===== src/rtl/ula_resources.sv =====
// Shared types and defaults for the ula datapath and its downstream result collector.
package ula_resources;

    localparam int ULA_DATA_WIDTH  = 8;
    localparam int COLLECTOR_DEPTH = 8;

    typedef struct packed {
        logic                      carryout;
        logic [ULA_DATA_WIDTH-1:0] result;
    } ula_result_t;

endpackage : ula_resources


===== src/rtl/ula_sync_fifo.sv =====
// Generic first-word-fall-through FIFO with registered count/full/empty and synchronous clear.
module ula_sync_fifo #(
    parameter  int WIDTH = 9,
    parameter  int DEPTH = 8,
    localparam int AW    = $clog2(DEPTH),
    localparam int CW    = AW + 1
) (
    input  logic             clk,
    input  logic             clear,
    input  logic             push,
    input  logic             pop,
    input  logic [WIDTH-1:0] wdata,
    output logic [WIDTH-1:0] rdata,
    output logic             full,
    output logic             empty,
    output logic [CW-1:0]    count
);

    logic [WIDTH-1:0] mem [DEPTH];
    logic [AW-1:0]    wr_ptr;
    logic [AW-1:0]    rd_ptr;
    logic             do_push;
    logic             do_pop;
    logic [CW-1:0]    next_count;

    // NOTE: every always_comb output gets a default first so no path can infer a latch.
    always_comb begin
        do_pop     = pop && !empty;
        do_push    = push && (!full || do_pop);
        next_count = count;
        if (do_push && !do_pop) begin
            next_count = count + CW'(1);
        end else if (do_pop && !do_push) begin
            next_count = count - CW'(1);
        end
    end

    // NOTE: sequential state uses non-blocking assignments so all registers update from pre-edge values.
    always_ff @(posedge clk) begin
        if (clear) begin
            wr_ptr <= '0;
            rd_ptr <= '0;
            count  <= '0;
            full   <= 1'b0;
            empty  <= 1'b1;
        end else begin
            if (do_push) wr_ptr <= wr_ptr + AW'(1);
            if (do_pop)  rd_ptr <= rd_ptr + AW'(1);
            count <= next_count;
            full  <= (next_count == CW'(DEPTH));
            empty <= (next_count == '0);
        end
    end

    // NOTE: storage is deliberately not reset; valid/empty gating hides stale contents.
    always_ff @(posedge clk) begin
        if (do_push && !clear) begin
            mem[wr_ptr] <= wdata;
        end
    end

    assign rdata = mem[rd_ptr];

endmodule : ula_sync_fifo


===== src/rtl/ula_result_collector.sv =====
// Buffers ula results in a FWFT FIFO, hands them out over valid/ready and keeps loss/carry statistics.
module ula_result_collector
    import ula_resources::*;
#(
    parameter  int DATA_WIDTH = ULA_DATA_WIDTH,
    parameter  int DEPTH      = COLLECTOR_DEPTH,
    parameter  int CNT_WIDTH  = 16,
    localparam int CW         = $clog2(DEPTH) + 1
) (
    input  logic                  clk,
    input  logic                  rst,
    input  logic                  i_data_valid,
    input  logic [DATA_WIDTH-1:0] i_data_result,
    input  logic                  i_data_carryout,
    input  logic                  i_clear,
    input  logic                  i_data_ready,
    output logic                  o_data_valid,
    output logic [DATA_WIDTH-1:0] o_data_result,
    output logic                  o_data_carryout,
    output logic                  o_full,
    output logic                  o_empty,
    output logic [CW-1:0]         o_count,
    output logic [CNT_WIDTH-1:0]  o_drop_count,
    output logic [CNT_WIDTH-1:0]  o_carry_count
);

    logic                flush;
    logic                pop;
    logic                push;
    logic                drop;
    logic [DATA_WIDTH:0] head;

    assign flush = rst || i_clear;
    assign pop   = o_data_valid && i_data_ready;
    assign push  = i_data_valid && (!o_full || pop);
    assign drop  = i_data_valid && o_full && !pop;

    ula_sync_fifo #(
        .WIDTH (DATA_WIDTH + 1),
        .DEPTH (DEPTH)
    ) u_fifo (
        .clk   (clk),
        .clear (flush),
        .push  (push),
        .pop   (pop),
        .wdata ({i_data_carryout, i_data_result}),
        .rdata (head),
        .full  (o_full),
        .empty (o_empty),
        .count (o_count)
    );

    assign o_data_valid    = !o_empty;
    assign o_data_result   = o_empty ? '0 : head[DATA_WIDTH-1:0];
    assign o_data_carryout = o_empty ? 1'b0 : head[DATA_WIDTH];

    // Both statistics hold at all-ones rather than wrapping.
    always_ff @(posedge clk) begin
        if (flush) begin
            o_drop_count  <= '0;
            o_carry_count <= '0;
        end else begin
            if (drop && (o_drop_count != '1)) begin
                o_drop_count <= o_drop_count + CNT_WIDTH'(1);
            end
            if (push && i_data_carryout && (o_carry_count != '1)) begin
                o_carry_count <= o_carry_count + CNT_WIDTH'(1);
            end
        end
    end

endmodule : ula_result_collector

===== config.mk =====
export PLATFORM = sky130hd
export DESIGN_NAME = ula_result_collector
export DESIGN_NICKNAME = d
export VERILOG_FILES = /design/src/rtl/ula_resources.sv /design/src/rtl/ula_sync_fifo.sv /design/src/rtl/ula_result_collector.sv
export SDC_FILE = /design/constraint.sdc
export NUM_CORES = 1
export LEC_CHECK = 0
export ABC_AREA = 1
export CAP_MARGIN = 25
export CELL_PAD_IN_SITES_DETAIL_PLACEMENT = 2
export CELL_PAD_IN_SITES_GLOBAL_PLACEMENT = 2
export CORE_UTILIZATION = 35
export CTS_CLUSTER_SIZE = 8
export DETAILED_ROUTE_END_ITERATION = 6
export PLACE_DENSITY = 0.9
export SLEW_MARGIN = 10
export SYNTH_ARGS = -nofsm -noshare
export SYNTH_HDL_FRONTEND = slang
export SYNTH_SLANG_ARGS = --single-unit

===== constraint.sdc =====
create_clock -name clk -period 2.7 [get_ports clk]
set_input_delay 0.675 -clock clk [delete_from_list [all_inputs] [get_ports clk]]
set_output_delay 0.675 -clock clk [all_outputs]
set_load 0.05 [all_outputs]

==> impl_metrics.tcl <==
set metrics [dict create \
    period_needed_ns 2.62 \
    grt_start_max_net_pins 37 \
    port_buffers 61 \
    die_y_um 128 \
    synth_edf_count 72 \
    chipWidth_um 128 \
    cts_buffers 17 \
    ys_seq_area_share_pct 55.6 \
    post-cts-setup-buffers 0 \
    routed_wl_um 18800 \
    die_area_um2 16500 \
    grt_usage_pct 24.4 \
    tightest_slew_ns 0.521 \
    clock-root-buffer "clkbuf_16" \
    grt_pass1_wl_um 29800 \
    synth_top_area_share_pct 38.7 \
    postSynthCellCount 623 \
    synthArstFlopShare_pct 0 \
    fin_crit_sh_pct 97.2 \
    dp_slack_ns 0.0290 \
    core_area_um2 15400 \
    syn-num-nets 643 \
    final_hold_viol_count 0 \
    dp_cells 888 \
    start_util_pct 36.3 \
    setup_viol 0 \
    syn-cell-area_um2 5580 \
    clkSinkCount 119 \
    antenna_found_initial 0 \
    vias_per_cell 5.15 \
    ant_nets 0 \
    postPlaceCellArea_um2 6450 \
    cp-end-kind "output pin" \
    rrSetupSlack_ns 0.56 \
    timing.rr.end "o_drop_count[10]$_SDFFE_PP0P_" \
    drcViolationCount 0 \
    total_power_mw 4.72 \
    detailed_place_hpwl_um 12300 \
    drt-initial-drc-count 299 \
    yosys-top-cells-count "nand2_1 (135), nor2_1 (107), edfxtp_1 (72), o21ai_0 (55), dfxtp_1 (47)" \
    crit_type "reg -> out" \
    vdd_ir_drop_max_mv 0.418 \
    cts_max_level 4 \
    vias 4740 \
    min_path_cells 2 \
    pin_count 62 \
    ys_top_cells_by_area "edfxtp_1 (39%), dfxtp_1 (17%), nand2_1 (9.1%), nor2_1 (7.2%), o21ai_0 (4.9%)" \
    cts_tree "yes" \
    maxCapViolations 0 \
    fin_util_pct 46.6 \
    grt_pass1_vias 5432 \
    n_antenna_cell 0 \
    finalWorstSetupSlack_ns 0.0763 \
    p_per_area_nw_per_um2 659 \
    syn-mean-instance-area_um2 8.96 \
    whs_ns 0.489 \
    clkLatencyLatePin_ns 0.42 \
    reg2reg_depth 8 \
    fin_nets 717 \
    holdCritStartpoint "u_fifo.rd_ptr[2]$_SDFFE_PP0P_" \
    routedWlPerCell_um 20.4 \
    fp-row-count 45 \
    cp.arrival_ns 1.95 \
    critPathRequiredTime_ns 2.03 \
    cts_buffer_depth 2 \
    yosysWarnings 0 \
    synth_largest_area_cell "edfxtp_1" \
    yosysMostFrequentCell "nand2_1" \
    final_cells 921 \
    setup_tns_ns 0 \
    first_pass_iters 4 \
    p_leak_nw 2.45 \
    fin_skew_ns 0.00896 \
    area_growth_pct 28.4 \
    gp_congestion 0.796 \
    num-fill-cells 1678 \
    status "finished, final reports clean" \
    fmax_ghz 0.381 \
    slew_violations 0 \
    synth-seq-cells 119 \
    cts-hold-fix-buffers 0 \
    hold_path.class "reg -> reg" \
    design_area_um2 7170 \
    overflow 0 \
    slew_headroom_pct 65.2 \
    worst-path-max-fanout 18 \
    reg2reg_from "o_drop_count[0]$_SDFFE_PP0P_" \
    drive_above_1_share_pct 14.5 \
    synth.distinct_cells 34 \
    cts.clk_slew.worst_paths_ns 0.06 \
    critPathLaunchType "flop" \
    synthFlopType "edfxtp_1" \
]
## how the worst max path moves through the flow
stage	endpoint	slack, ns	cells after the start
after global routing	o_data_result[6]	-0.02	6
after detailed placement	u_fifo.mem[0][0]$_DFFE_PP_	0.03	8
after global placement	u_fifo.mem[0][2]$_DFFE_PP_	0.26	8
after CTS	o_data_result[3]	0.01	6
after floorplan	o_data_carryout	0.11	4
final	o_data_result[6]	0.08	6
## final cells by class
type                       instances  area [um^2]  share of cell area [%]
tap                              211          264                    3.68
timing repair buffer              75          738                    10.3
sequential                       119         3110                    43.3
multi-input combinational        440         2240                    31.3
inverter                          44          169                    2.36
clock buffer                      19          453                    6.32
clock inverter                    13          193                    2.69
## kinds of logic (layout without fill, tap and decap cells)
| kind of cell | count (synthesis) | after routing | synth area share (%) |
|---|---|---|---|
| xor gates and xnor gates | 16 | 16 | 2.51 |
| buffers and inverters | 64 | 151 | 4.86 |
| DFF | 119 | 119 | 55.6 |
| AOI/OAI and AO/OA | 105 | 105 | 10.6 |
| and+or+nand+nor | 304 | 304 | 23.5 |
| adders and majority gates | 6 | 6 | 1.34 |
| muxes | 9 | 9 | 1.61 |
## worst max-delay path, cell delays in order (launching register included)
cell and delay, ns:
dfxtp_4 0.39, bufbuf_16 0.31, mux2i_4 0.23, o22ai_1 0.12, nor2_1 0.22, nor2_2 0.06, buf_4 0.19
## power by group
part           switching (mW)  internal (mW)  total (mW)
combinational           0.193         0.0832       0.276
clock                   0.888           1.60        2.49
sequential             0.0142           1.94        1.95
total                    1.09           3.63        4.72
## placed cells by master (no fill, tap or decap), types with 8 or more instances in the layout
cell / n
a21oi_1: 24
a21oi_2: 9
buf_4: 20
clkbuf_16: 17
clkdlybuf4s50_1: 52
dfxtp_1: 46
edfxtp_1: 72
inv_1: 39
mux2i_1: 8
nand2_1: 135
nand2_2: 12
nand3_1: 26
nor2_1: 98
nor2_2: 12
o21ai_0: 53
o22ai_1: 9
xor2_1: 11
## registers in the layout, summed over array words and instances, names as in the netlist, named ones only
signal         flops
o_drop_count      16
u_fifo.empty       1
u_fifo.mem        72
u_fifo.rd_ptr      3
u_fifo.wr_ptr      3
u_fifo.full        1
u_fifo.count       4
o_carry_count     16
## repair_timing
| action | in CTS | in global routing |
|---|---|---|
| resized for setup | 5 | 7 |
| endpoints found under the setup margin | 9 | 9 |
| endpoints found under the hold margin | 0 | 0 |
| pin swaps | 0 | 1 |
| cloned | 1 | 0 |
## layer usage
layer  part of all wire, %  global-route usage, %  vias up
met5                     0                      0        -
met4                   2.2                   8.65        0
met3                   2.8                   4.59       24
met2                    55                   47.3       97
met1                    40                   26.1     2385
li1                      -                      -     2234
Power figures use the tool's default switching activity.
